File: src/rtl/unpool_upsample_2x_if.sv
// Stream bundle between a pooled-map source, the 2x upsampler and its consumer.
// slave = upsampler side, master = source/sink side.
interface unpool_upsample_2x_if #(
  parameter int DATA_WIDTH = 16
);
  logic                  valid_in;
  logic                  ready_in;
  logic [DATA_WIDTH-1:0] data_in;
  logic                  valid_out;
  logic                  ready_out;
  logic [DATA_WIDTH-1:0] data_out;
  logic                  row_last_out;
  logic                  frame_last_out;

  modport slave (
    input  valid_in, data_in, ready_out,
    output ready_in, valid_out, data_out, row_last_out, frame_last_out
  );

  modport master (
    output valid_in, data_in, ready_out,
    input  ready_in, valid_out, data_out, row_last_out, frame_last_out
  );
endinterface

File: src/rtl/unpool_upsample_2x.sv
// 2x2 nearest-neighbour upsampler: each pixel out twice, then the row replayed from a line buffer.
// First copy 1 cycle after accept; no input taken while an output beat is pending on ready_out.
module unpool_upsample_2x #(
  parameter int DATA_WIDTH = 16,
  parameter int IN_WIDTH   = 12,
  parameter int IN_HEIGHT  = 12
) (
  input  logic                  clk,
  input  logic                  rst_n,
  unpool_upsample_2x_if.slave   px
);
  localparam int COL_W = (IN_WIDTH > 1) ? $clog2(IN_WIDTH) : 1;
  localparam int REP_W = $clog2(2 * IN_WIDTH);
  localparam int ROW_W = (IN_HEIGHT > 1) ? $clog2(IN_HEIGHT) : 1;

  localparam logic [COL_W-1:0] COL_MAX = COL_W'(IN_WIDTH - 1);
  localparam logic [REP_W-1:0] REP_MAX = REP_W'(2 * IN_WIDTH - 1);
  localparam logic [ROW_W-1:0] ROW_MAX = ROW_W'(IN_HEIGHT - 1);

  typedef enum logic [1:0] {S_TAKE, S_DUP0, S_DUP1, S_REP} state_t;

  state_t                state_q, state_d;
  logic [COL_W-1:0]      col_q, col_d;
  logic [REP_W-1:0]      rep_idx_q, rep_idx_d;
  logic [ROW_W-1:0]      row_q, row_d;
  logic [DATA_WIDTH-1:0] out_reg_q, out_reg_d;
  logic [DATA_WIDTH-1:0] lbuf [IN_WIDTH];
  logic                  lbuf_we;
  logic                  in_xfer, out_xfer;
  logic [COL_W-1:0]      rep_rd;

  // rep_idx counts output beats of the replayed row; two beats per stored pixel.
  assign rep_rd = COL_W'(rep_idx_q >> 1);

  always_ff @(posedge clk or negedge rst_n) begin
    if (!rst_n) begin
      state_q   <= S_TAKE;
      col_q     <= '0;
      rep_idx_q <= '0;
      row_q     <= '0;
      out_reg_q <= '0;
    end else begin
      state_q   <= state_d;
      col_q     <= col_d;
      rep_idx_q <= rep_idx_d;
      row_q     <= row_d;
      out_reg_q <= out_reg_d;
    end
  end

  always_ff @(posedge clk) begin
    if (lbuf_we) lbuf[col_q] <= px.data_in;
  end

  assign px.ready_in  = (state_q == S_TAKE);
  assign px.valid_out = (state_q != S_TAKE);
  assign px.data_out  = (state_q == S_REP) ? lbuf[rep_rd] : out_reg_q;
  assign in_xfer      = px.valid_in && px.ready_in;
  assign out_xfer     = px.valid_out && px.ready_out;

  assign px.row_last_out   = px.valid_out &&
                             (((state_q == S_DUP1) && (col_q == COL_MAX)) ||
                              ((state_q == S_REP) && (rep_idx_q == REP_MAX)));
  assign px.frame_last_out = px.row_last_out && (state_q == S_REP) && (row_q == ROW_MAX);

  always_comb begin
    state_d   = state_q;
    col_d     = col_q;
    rep_idx_d = rep_idx_q;
    row_d     = row_q;
    out_reg_d = out_reg_q;
    lbuf_we   = 1'b0;
    unique case (state_q)
      S_TAKE: begin
        if (in_xfer) begin
          lbuf_we   = 1'b1;
          out_reg_d = px.data_in;
          state_d   = S_DUP0;
        end
      end
      S_DUP0: begin
        if (out_xfer) state_d = S_DUP1;
      end
      S_DUP1: begin
        if (out_xfer) begin
          if (col_q == COL_MAX) begin
            col_d     = '0;
            rep_idx_d = '0;
            state_d   = S_REP;
          end else begin
            col_d   = col_q + 1'b1;
            state_d = S_TAKE;
          end
        end
      end
      S_REP: begin
        if (out_xfer) begin
          if (rep_idx_q == REP_MAX) begin
            rep_idx_d = '0;
            state_d   = S_TAKE;
            row_d     = (row_q == ROW_MAX) ? '0 : row_q + 1'b1;
          end else begin
            rep_idx_d = rep_idx_q + 1'b1;
          end
        end
      end
      default: state_d = S_TAKE;
    endcase
  end
endmodule

File: src/flat_wrapper.sv
// flat-port wrapper written by rule: the top's interface ports become plain ports
module unpool_upsample_2x_flat 
#(
  parameter int DATA_WIDTH = 16,
  parameter int IN_WIDTH   = 12,
  parameter int IN_HEIGHT  = 12
)
  (clk, rst_n, px_valid_in, px_data_in, px_ready_out, px_ready_in, px_valid_out, px_data_out, px_row_last_out, px_frame_last_out);
  unpool_upsample_2x_if #(.DATA_WIDTH(DATA_WIDTH)) px_i ();
  input  logic clk;
  input  logic rst_n;
  input wire logic [$bits(px_i.valid_in)-1:0] px_valid_in;
  input wire logic [$bits(px_i.data_in)-1:0] px_data_in;
  input wire logic [$bits(px_i.ready_out)-1:0] px_ready_out;
  output wire logic [$bits(px_i.ready_in)-1:0] px_ready_in;
  output wire logic [$bits(px_i.valid_out)-1:0] px_valid_out;
  output wire logic [$bits(px_i.data_out)-1:0] px_data_out;
  output wire logic [$bits(px_i.row_last_out)-1:0] px_row_last_out;
  output wire logic [$bits(px_i.frame_last_out)-1:0] px_frame_last_out;
  assign px_i.valid_in = px_valid_in;
  assign px_i.data_in = px_data_in;
  assign px_i.ready_out = px_ready_out;
  assign px_ready_in = px_i.ready_in;
  assign px_valid_out = px_i.valid_out;
  assign px_data_out = px_i.data_out;
  assign px_row_last_out = px_i.row_last_out;
  assign px_frame_last_out = px_i.frame_last_out;
  unpool_upsample_2x #(.DATA_WIDTH(DATA_WIDTH), .IN_WIDTH(IN_WIDTH), .IN_HEIGHT(IN_HEIGHT)) u_core (.clk(clk), .rst_n(rst_n), .px(px_i));
endmodule
File: config.mk
export PLATFORM = sky130hd
export DESIGN_NAME = unpool_upsample_2x_flat
export DESIGN_NICKNAME = d
export VERILOG_FILES = /design/src/rtl/unpool_upsample_2x_if.sv /design/src/rtl/unpool_upsample_2x.sv /design/src/flat_wrapper.sv
export SDC_FILE = /design/constraint.sdc
export NUM_CORES = 1
export LEC_CHECK = 0
export BUFFER_PORTS_ARGS = -buffer_cell sky130_fd_sc_hd__buf_2
export CAP_MARGIN = 20
export CORE_MARGIN = 8
export CORE_UTILIZATION = 60
export DETAILED_ROUTE_END_ITERATION = 12
export PLACE_DENSITY = 0.78
export SLEW_MARGIN = 20
export SYNTH_ARGS = -nofsm -noshare
export SYNTH_HDL_FRONTEND = slang
export SYNTH_SLANG_ARGS = --single-unit
File: constraint.sdc
create_clock -name clk -period 5.95 [get_ports clk]
set_input_delay 1.19 -clock clk [delete_from_list [all_inputs] [get_ports clk]]
set_output_delay 1.19 -clock clk [all_outputs]
set_load 0.005 [all_outputs]
# Word-level counts from Yosys, hierarchy flattened
# Memory sizes are Yosys's and may differ from the RTL's.
# Index checks and enable logic that the tools add are counted.
# word_totals
ff_bits	31
latch_bits	0
mem_bits_rw	192
rom_bits	0
input_bits	20
out_inout_bits	20
wordCells	56
n_memories	1
# op_classes
add_sub_neg	3
mul	0
div	0
n_lt_le_gt_ge	0
n_eq_ne	12
n_shift	0
muxes	19
n_bitwise	0
reduce_logical	16
# mem_list
name	words	width	read_ports	rd_ports_with_merged_regs	wr	line	rtl
u_core.lbuf	12	16	1	0	1	unpool_upsample_2x.sv:27	logic [DATA_WIDTH-1:0] lbuf [IN_WIDTH];
# op_table
cell	count
$mux 5	4
$mux 16	1
$mux 2	6
$pmux 5 s2	1
$add 4x1->4 const B	2
$eq 4x4->1 const B	2
$mux 4	2
$pmux 2 s4	1
$logic_and 1x1->1	7
$ne 2x1->1 const B	3
$ne 2x2->1 const B	3
$add 5x1->5 const B	1
$eq 5x5->1 const B	1
$reduce_and 5->1	1
$eq 2x2->1 const B	2
$mux 1	4
$reduce_and 2->1	2
$reduce_and 4->1	1
$reduce_bool 2->1	2
$reduce_and 3->1	1
$eq 2x1->1 const B	1
$logic_not 2->1	1
$logic_or 1x1->1	1

# Depth between registers and ports, before layout
# Gate-level depths: netlist of the first run.
# depth
word_depth	6
ltp_mapped	6
mapped_depth_nobuf	5

# Worst setup path after synthesis of the first run
# No wires, ideal clock.
# synth_timing
path_kind	register -> output
from	register u_core.rep_idx_q[2]
to	output port px_data_out[10]
t_arrival_ns	1.437
t_required_ns	4.760
slack_ns	3.323
stages_incl_launch_ff	6
n_path_buf	2
path_cell_list	dfrtp_1 buf_2 buf_2 mux2i_1 o22ai_1 o32a_2
# synth_between
elab_chain_len	2
# synth_rtl
item	line	rtl
from (decl)	unpool_upsample_2x.sv:24	logic [REP_W-1:0] rep_idx_q, rep_idx_d;
from (signal assigned)	unpool_upsample_2x.sv:45	rep_idx_q <= rep_idx_d;
$mem_v2 12x16	-	
$mux 16	unpool_upsample_2x.sv:57	assign px.data_out = (state_q == S_REP) ? lbuf[rep_rd] : out_reg_q;
to (decl)	flat_wrapper.sv:17	output wire logic [$bits(px_i.data_out)-1:0] px_data_out;
# Every way passes these cells.

# Final worst setup path of the first run
# layout_timing
from	register u_core.rep_idx_q[2]
to	output port px_data_out[8]
# The elaborated chain is that of the path after synthesis.

==> run_results.csv, run 1 <==
group,metric,value,unit
setup_path,worstPathMaxFanout,45,
floorplan,dieArea,19200,sq um
status,status,"complete, no violations",
placement,gp_congestion,0.772,
finish,multi_input_area,2250,sq um
clock_network,cts_tree,"done",
power_and_ir_drop,power.leakage,0.00366,uW
setup_path,required,4.76,ns
sta,relSlewSlack,0.253,
setup_path,crit_type,"flip-flop to output pin",
synth,ys.flop_type,"edfxtp_1",
synth,synthCells,522,
floorplan,die_w,139,um
finish,layout.nets,586,
synth,syn_avg_cell_area,17.3,sq um
clock_network,numClockSinks,223,
sta,worst_slack,1.59,ns
synth,synth_xor_area_frac,0,
routing,vias_per_cell,6.36,
routing,wl_per_cell,24.2,um
power_and_ir_drop,ir_drop,0.000285,V
clock_network,cts_resized,0,
synth,synthAdderAreaFrac,0.00833,
power_and_ir_drop,p_switching,1350,uW
setup_path,cp_num_cells,5,
synth,syn_nets,548,
placement,post-dp-hpwl,10300,um
synth,synth_compound_area_frac,0.0725,
setup_path,critical-path-max-stage-delay,0.91,ns
setup_path,cp_slowest_cell,"dfrtp_4",
finish,layout-drive-gt1-share,0.196,
routing,route.met3.wl,1220,um
power_and_ir_drop,p_comb_frac,0.246,
sta,drv_slew,0,
floorplan,design.core.area,14900,sq um
sta,hold_viol,0,
routing,m1WireLength,7540,um
synth,synth_edf_count,192,
power_and_ir_drop,cellPowerDensity,459,nW/um^2
floorplan,start_util,0.604,
routing,drt_first_pass_iters,10,
power_and_ir_drop,switching_share,0.292,
synth,synth_seq_cells,223,
clock_network,path_clk_slew,0.06,ns
clock_network,cts_root_buffer,"clkbuf_16",
worst_hold_path,hold_path_class,"flip-flop to flip-flop",
finish,syn_to_final_growth,11.7,%
synth,ys_warn_count,0,
synth,synthArstFlopShare,0.139,
sta,period_share,0.733,
setup_path,r2r_slack,3.00,ns
sta,hold-worst-slack,0.508,ns
clock_network,cts_buffers,23,
clock_network,postCtsSetupRepairBufs,0,
setup_path,endpoint_kind,"output pin",
sta,period_needed,4.36,ns
worst_hold_path,holdPathEnd,"u_core.out_reg_q[11]$_DFFE_PN0P_",
global_route,grt_pass1_vias,4952,
finish,fill_cells,973,
synth,synth_simple_gate_area_frac,0.0347,
setup_path,path_cells,"buf_4, mux2i_1, o221ai_1, o32a_2, buf_2",
setup_path,path_buf_inv,2,
flow_run,cap_violations,0,
floorplan,rows,45,
routing,highest_layer,"met4",
finish,diodes,0,
global_route,antenna_found_initial,0,
synth,synth_top_family_by_area,"multiplexers",
synth,muxShareOfSynthArea,0.134,
floorplan,die_h,139,um
power_and_ir_drop,totalPowerFinal,4620,uW
routing,first_iter_violations,458,
clock_network,postCtsHoldBufs,0,
setup_path,crit_path_start_kind,"flip-flop",
finish,regArea,6550,sq um
sta,setup_viol,0,
worst_hold_path,whs_path_depth,1,
placement,port_buffers,39,
setup_path,critPathTopFamily,"flip-flops",
clock_network,clk_path_buf_depth,3,
power_and_ir_drop,intPower,3270,uW
sta,clock_skew,0.0215,ns
sta,worst_pin_slew,1.12,ns
sta,fin_setup_tns,0,ns
routing,drt_wl_total,18500,um
synth,synth_cell_type_count,44,
sta,fmax,229,MHz
routing,drtAntennaViolNets,0,
clock_network,cts.htree.levels,1,
sta,rsz0062_at_grt,"no",
placement,dp_slack,2.16,ns
routing,num_vias,4869,
synth,synth.yosys.seq_area_share,0.726,
worst_hold_path,timing.hold.worst.start,"u_core.out_reg_q[11]$_DFFE_PN0P_",
setup_path,cp.arrival,3.17,ns
routing,routed-wl-met2,9280,um
floorplan,ioPinCount,40,
setup_path,r2r_end,"u_core.lbuf[7][6]$_DFFE_PP_",
global_route,grt_pass1_wl,28200,um
power_and_ir_drop,p_clk_frac,0.314,
synth,synth_area,9010,sq um
global_route,track_usage,0.188,
clock_network,clkLatencyLatePin,0.52,ns
power_and_ir_drop,seqPwrFrac,0.440,
setup_path,worst-r2r-cell-count,4,
global_route,overflow,0,
routing,drc,0,
global_route,grt_max_degree,46,
setup_path,reg2reg_from,"u_core.state_q[1]$_DFFE_PN0P_",
per-stage QoR:
| step | util | std cells | area [sq um] |
|---|---|---|---|
| finish | 0.675 | 765 | 10100 |
| global route | 0.675 | 765 | 10100 |
| CTS | 0.675 | 765 | 10100 |
| detailed placement | 0.623 | 723 | 9300 |
| global placement | 0.623 | 723 | 9300 |
| floorplan | - | 522 | 9010 |
power groups by stage:
stage | Combinational, uW | Clock, uW | Sequential, uW
2_1_floorplan | 943 | 0 | 1940
3_3_place_gp | 1110 | 0 | 2060
3_5_place_dp | 1140 | 0 | 2060
4_1_cts | 1140 | 1470 | 2030
5_1_grt | 1220 | 1530 | 2050
6_report | 1140 | 1450 | 2030
cells by family after synthesis:
logic type | after synthesis
mux | 118
compound gates | 83
simple gates | 53
flops | 223
buf+inv | 39
fa+ha+maj | 6
layout by cell type (no fill, tap or decap), types with 7 or more instances in the layout:
cell       instances
and2_1             8
buf_2             39
clkbuf_1           7
clkbuf_16         23
dfrtp_1           30
edfxtp_1         192
inv_1              7
mux2_2            19
mux2i_1           98
nand2_1           12
nor2_1             7
o221ai_1          16
o22ai_1           33
o32a_2            10
registers in the layout, summed over array words and instances (netlist names):
signal / count
u_core.col_q: 4
u_core.lbuf: 192
u_core.out_reg_q: 16
u_core.rep_idx_q: 5
u_core.row_q: 4
u_core.state_q: 2
worst max-delay path by stage:
stage	startpoint	to	slack (ns)
2_1_floorplan	u_core.rep_idx_q[2]$_DFFE_PN0P_	px_data_out[10]	3.32
3_3_place_gp	u_core.rep_idx_q[2]$_DFFE_PN0P_	px_data_out[4]	2.22
3_5_place_dp	u_core.rep_idx_q[2]$_DFFE_PN0P_	px_data_out[8]	2.16
4_1_cts	u_core.rep_idx_q[2]$_DFFE_PN0P_	px_data_out[8]	1.60
5_1_grt	u_core.rep_idx_q[2]$_DFFE_PN0P_	px_data_out[8]	1.48
6_report	u_core.rep_idx_q[2]$_DFFE_PN0P_	px_data_out[8]	1.59
metal layers:
layer,track usage,vias to the layer above
met1,0.236,2471
met4,0.0549,0
met3,0.0390,39
met2,0.323,180
met5,0,-
li1,-,2179
layout make-up:
class | instances | share of cell area
Timing Repair Buffer | 45 | 0.0239
Clock inverter | 10 | 0.0138
Sequential cell | 223 | 0.650
Inverter | 7 | 0.00261
Tap cell | 188 | 0.0234
Multi-Input combinational cell | 260 | 0.224
Clock buffer | 32 | 0.0625
Yosys cell counts (2+ instances only):
cell	instances	area share
o211ai_1	2	0.0017
buf_2	18	0.010
mux2i_1	98	0.11
a22oi_1	2	0.0017
edfxtp_1	192	0.64
nor2b_1	2	0.0014
clkbuf_1	2	0.00083
nand2_1	12	0.0050
buf_6	4	0.0050
and3_1	6	0.0042
o2bb2ai_1	2	0.0019
nand3_1	4	0.0022
o22ai_1	33	0.023
nor3_1	3	0.0017
mux2_2	19	0.024
inv_1	7	0.0029
a21o_1	2	0.0017
o21ai_0	3	0.0017
a22o_1	3	0.0029
o221ai_1	16	0.016
buf_4	6	0.0050
clkbuf_2	2	0.0011
dfrtp_1	31	0.086
nor2_1	7	0.0029
ha_1	6	0.0083
o32a_2	10	0.012
o32a_1	6	0.0067
and2_1	8	0.0056
No activity file was read; power rests on OpenSTA's default activity.
==> inputs of run 2 (changes only) <==
--- a/config.mk
+++ b/config.mk
@@ -8,9 +8,9 @@
 export BUFFER_PORTS_ARGS = -buffer_cell sky130_fd_sc_hd__buf_2
 export CAP_MARGIN = 20
 export CORE_MARGIN = 8
-export CORE_UTILIZATION = 60
+export CORE_UTILIZATION = 55
 export DETAILED_ROUTE_END_ITERATION = 12
-export PLACE_DENSITY = 0.78
+export PLACE_DENSITY = 0.75
 export SLEW_MARGIN = 20
 export SYNTH_ARGS = -nofsm -noshare
 export SYNTH_HDL_FRONTEND = slang
==> constraint.sdc (replaced) <==
create_clock -name clk -period 3.6 [get_ports clk]
set_input_delay 0.72 -clock clk [delete_from_list [all_inputs] [get_ports clk]]
set_output_delay 0.72 -clock clk [all_outputs]
set_load 0.005 [all_outputs]
==> run 2 against run 1 <==
Net effect: first-iteration DRC count fell by 30%; via count rose by 0.82%; combinational power rose by 72%; register-to-register slack got worse by 1.6 ns; power rose by 64%; wire length rose by 1.5%; cell count rose by 6.1%; critical endpoint is now px_data_out[14]; utilization fell by 4.7 points; sequential share of layout area fell by 0.98 points.
==> run_results.csv, run 2 (synthesis gave the netlist of run 1 again) <==
group,metric,value,unit
floorplan,ioPinCount,40,
routing,drt_first_pass_iters,5,
routing,highest_layer,"met5",
clock_network,cts_buffers,23,
setup_path,crit_path_start_kind,"flip-flop",
clock_network,path_clk_slew,0.06,ns
routing,route.met3.wl,1090,um
power_and_ir_drop,cellPowerDensity,743,nW/um^2
floorplan,rows,47,
sta,clock_skew,0.0199,ns
clock_network,clk_path_buf_depth,3,
placement,dpl_cell_area,9480,sq um
sta,hold_viol,0,
sta,rsz0062_at_grt,"no",
routing,drc,0,
clock_network,postCtsSetupRepairBufs,0,
power_and_ir_drop,power.leakage,0.00374,uW
setup_path,r2r_slack,1.39,ns
finish,layout-drive-gt1-share,0.216,
setup_path,critPathTopFamily,"flip-flops",
clock_network,numClockSinks,223,
finish,layout_commonest_cell,"edfxtp_1",
power_and_ir_drop,p_comb_frac,0.258,
finish,stdcell_area,10200,sq um
routing,drtAntennaViolNets,0,
setup_path,required,2.88,ns
routing,vias_per_cell,6.05,
setup_path,crit_type,"flip-flop to output pin",
finish,top_register,"u_core.lbuf",
finish,reg_top3,"u_core.lbuf (192), u_core.out_reg_q (16), u_core.rep_idx_q (5)",
global_route,grt_pass1_wl,28400,um
routing,routed-wl-met2,9220,um
floorplan,die_w,144,um
routing,wl_per_cell,23.1,um
clock_network,cts_tree,"done",
routing,num_vias,4909,
clock_network,cts_resized,0,
routing,drt_wl_total,18800,um
routing,first_iter_violations,321,
sta,fmax,300,MHz
setup_path,critical-path-max-stage-delay,0.84,ns
finish,regArea,6550,sq um
floorplan,dieArea,20700,sq um
sta,period_needed,3.33,ns
placement,port_buffers,39,
sta,worst_slack,0.270,ns
sta,fin_setup_tns,0,ns
setup_path,path_cells,"buf_4, mux2i_1, o22ai_1, o32a_2, buf_2",
finish,mostFrequentLayoutCells,"edfxtp_1 (192), mux2i_1 (98), buf_2 (39), o22ai_1 (33), dfrtp_1 (30)",
setup_path,path_buf_inv,2,
finish,diodes,0,
setup_path,endpoint_kind,"output pin",
finish,largest_reg_flops,192,
finish,layout.nets,601,
sta,worst_pin_slew,0.851,ns
sta,setup_viol,0,
routing,m1WireLength,7970,um
global_route,overflow,0,
clock_network,cts_root_buffer,"clkbuf_16",
floorplan,start_util,0.553,
power_and_ir_drop,p_switching,2200,uW
power_and_ir_drop,intPower,5390,uW
setup_path,worstPathMaxFanout,35,
status,status,"complete, no violations",
flow_run,cap_violations,0,
placement,gp_congestion,0.759,
clock_network,cts.htree.levels,1,
power_and_ir_drop,p_clk_frac,0.303,
sta,hold-worst-slack,0.333,ns
setup_path,cp_num_cells,5,
clock_network,clkLatencyLatePin,0.51,ns
global_route,grt_max_degree,36,
global_route,track_usage,0.184,
setup_path,worst-r2r-cell-count,5,
power_and_ir_drop,ir_drop,0.000447,V
setup_path,cp.arrival,2.61,ns
placement,dp_slack,0.802,ns
worst_hold_path,hold_path_class,"input pin to async pin",
floorplan,die_h,144,um
sta,drv_slew,0,
global_route,grt_pass1_vias,4977,
clock_network,postCtsHoldBufs,0,
floorplan,design.core.area,16300,sq um
finish,fill_cells,1178,
sta,relSlewSlack,0.433,
sta,period_share,0.925,
global_route,antenna_found_initial,1,
power_and_ir_drop,seqPwrFrac,0.440,
setup_path,cp_slowest_cell,"dfrtp_4",
finish,multi_input_area,2250,sq um
finish,syn_to_final_growth,13.4,%
placement,post-dp-hpwl,10500,um
power_and_ir_drop,switching_share,0.290,
[run 2: cell type report]
cell class / instances / area share
repair buffers: 60 / 0.0370
inverters: 7 / 0.00257
multi-input cells: 260 / 0.220
flip-flops and latches: 223 / 0.640
clock buffers: 30 / 0.0618
clock inverters: 12 / 0.0111
well taps: 220 / 0.0269
[run 2: stage by stage]
stage	instances	utilization	total power [uW]
after floorplan	522	-	4760
after global placement	770	0.582	5290
after detailed placement	770	0.582	5360
after CTS	812	0.628	7650
after global routing	812	0.628	7930
final	812	0.628	7590
[run 2: power groups by stage]
stage | combinational (uW) | clock (uW) | sequential, uW
after detailed placement | 1980 | 0 | 3390
after global routing | 2120 | 2440 | 3370
after floorplan | 1560 | 0 | 3200
final | 1960 | 2300 | 3340
after CTS | 1980 | 2330 | 3330
after global placement | 1930 | 0 | 3360
[run 2: metal layers]
layer,global-route usage,vias up
li1,-,2205
met1,0.243,2505
met2,0.307,159
met3,0.0314,38
met4,0.0548,2
met5,0,-
[run 2: path summary, 6_finish.rpt]
check | from | to
max | u_core.rep_idx_q[2]$_DFFE_PN0P_ | px_data_out[14]
min | rst_n | u_core.out_reg_q[11]$_DFFE_PN0P_
max reg2reg | u_core.rep_idx_q[2]$_DFFE_PN0P_ | u_core.row_q[2]$_DFFE_PN0P_
min reg2reg | u_core.out_reg_q[10]$_DFFE_PN0P_ | u_core.out_reg_q[10]$_DFFE_PN0P_
max in group asynchronous | rst_n | u_core.rep_idx_q[2]$_DFFE_PN0P_
min in group clk | u_core.out_reg_q[10]$_DFFE_PN0P_ | u_core.out_reg_q[10]$_DFFE_PN0P_
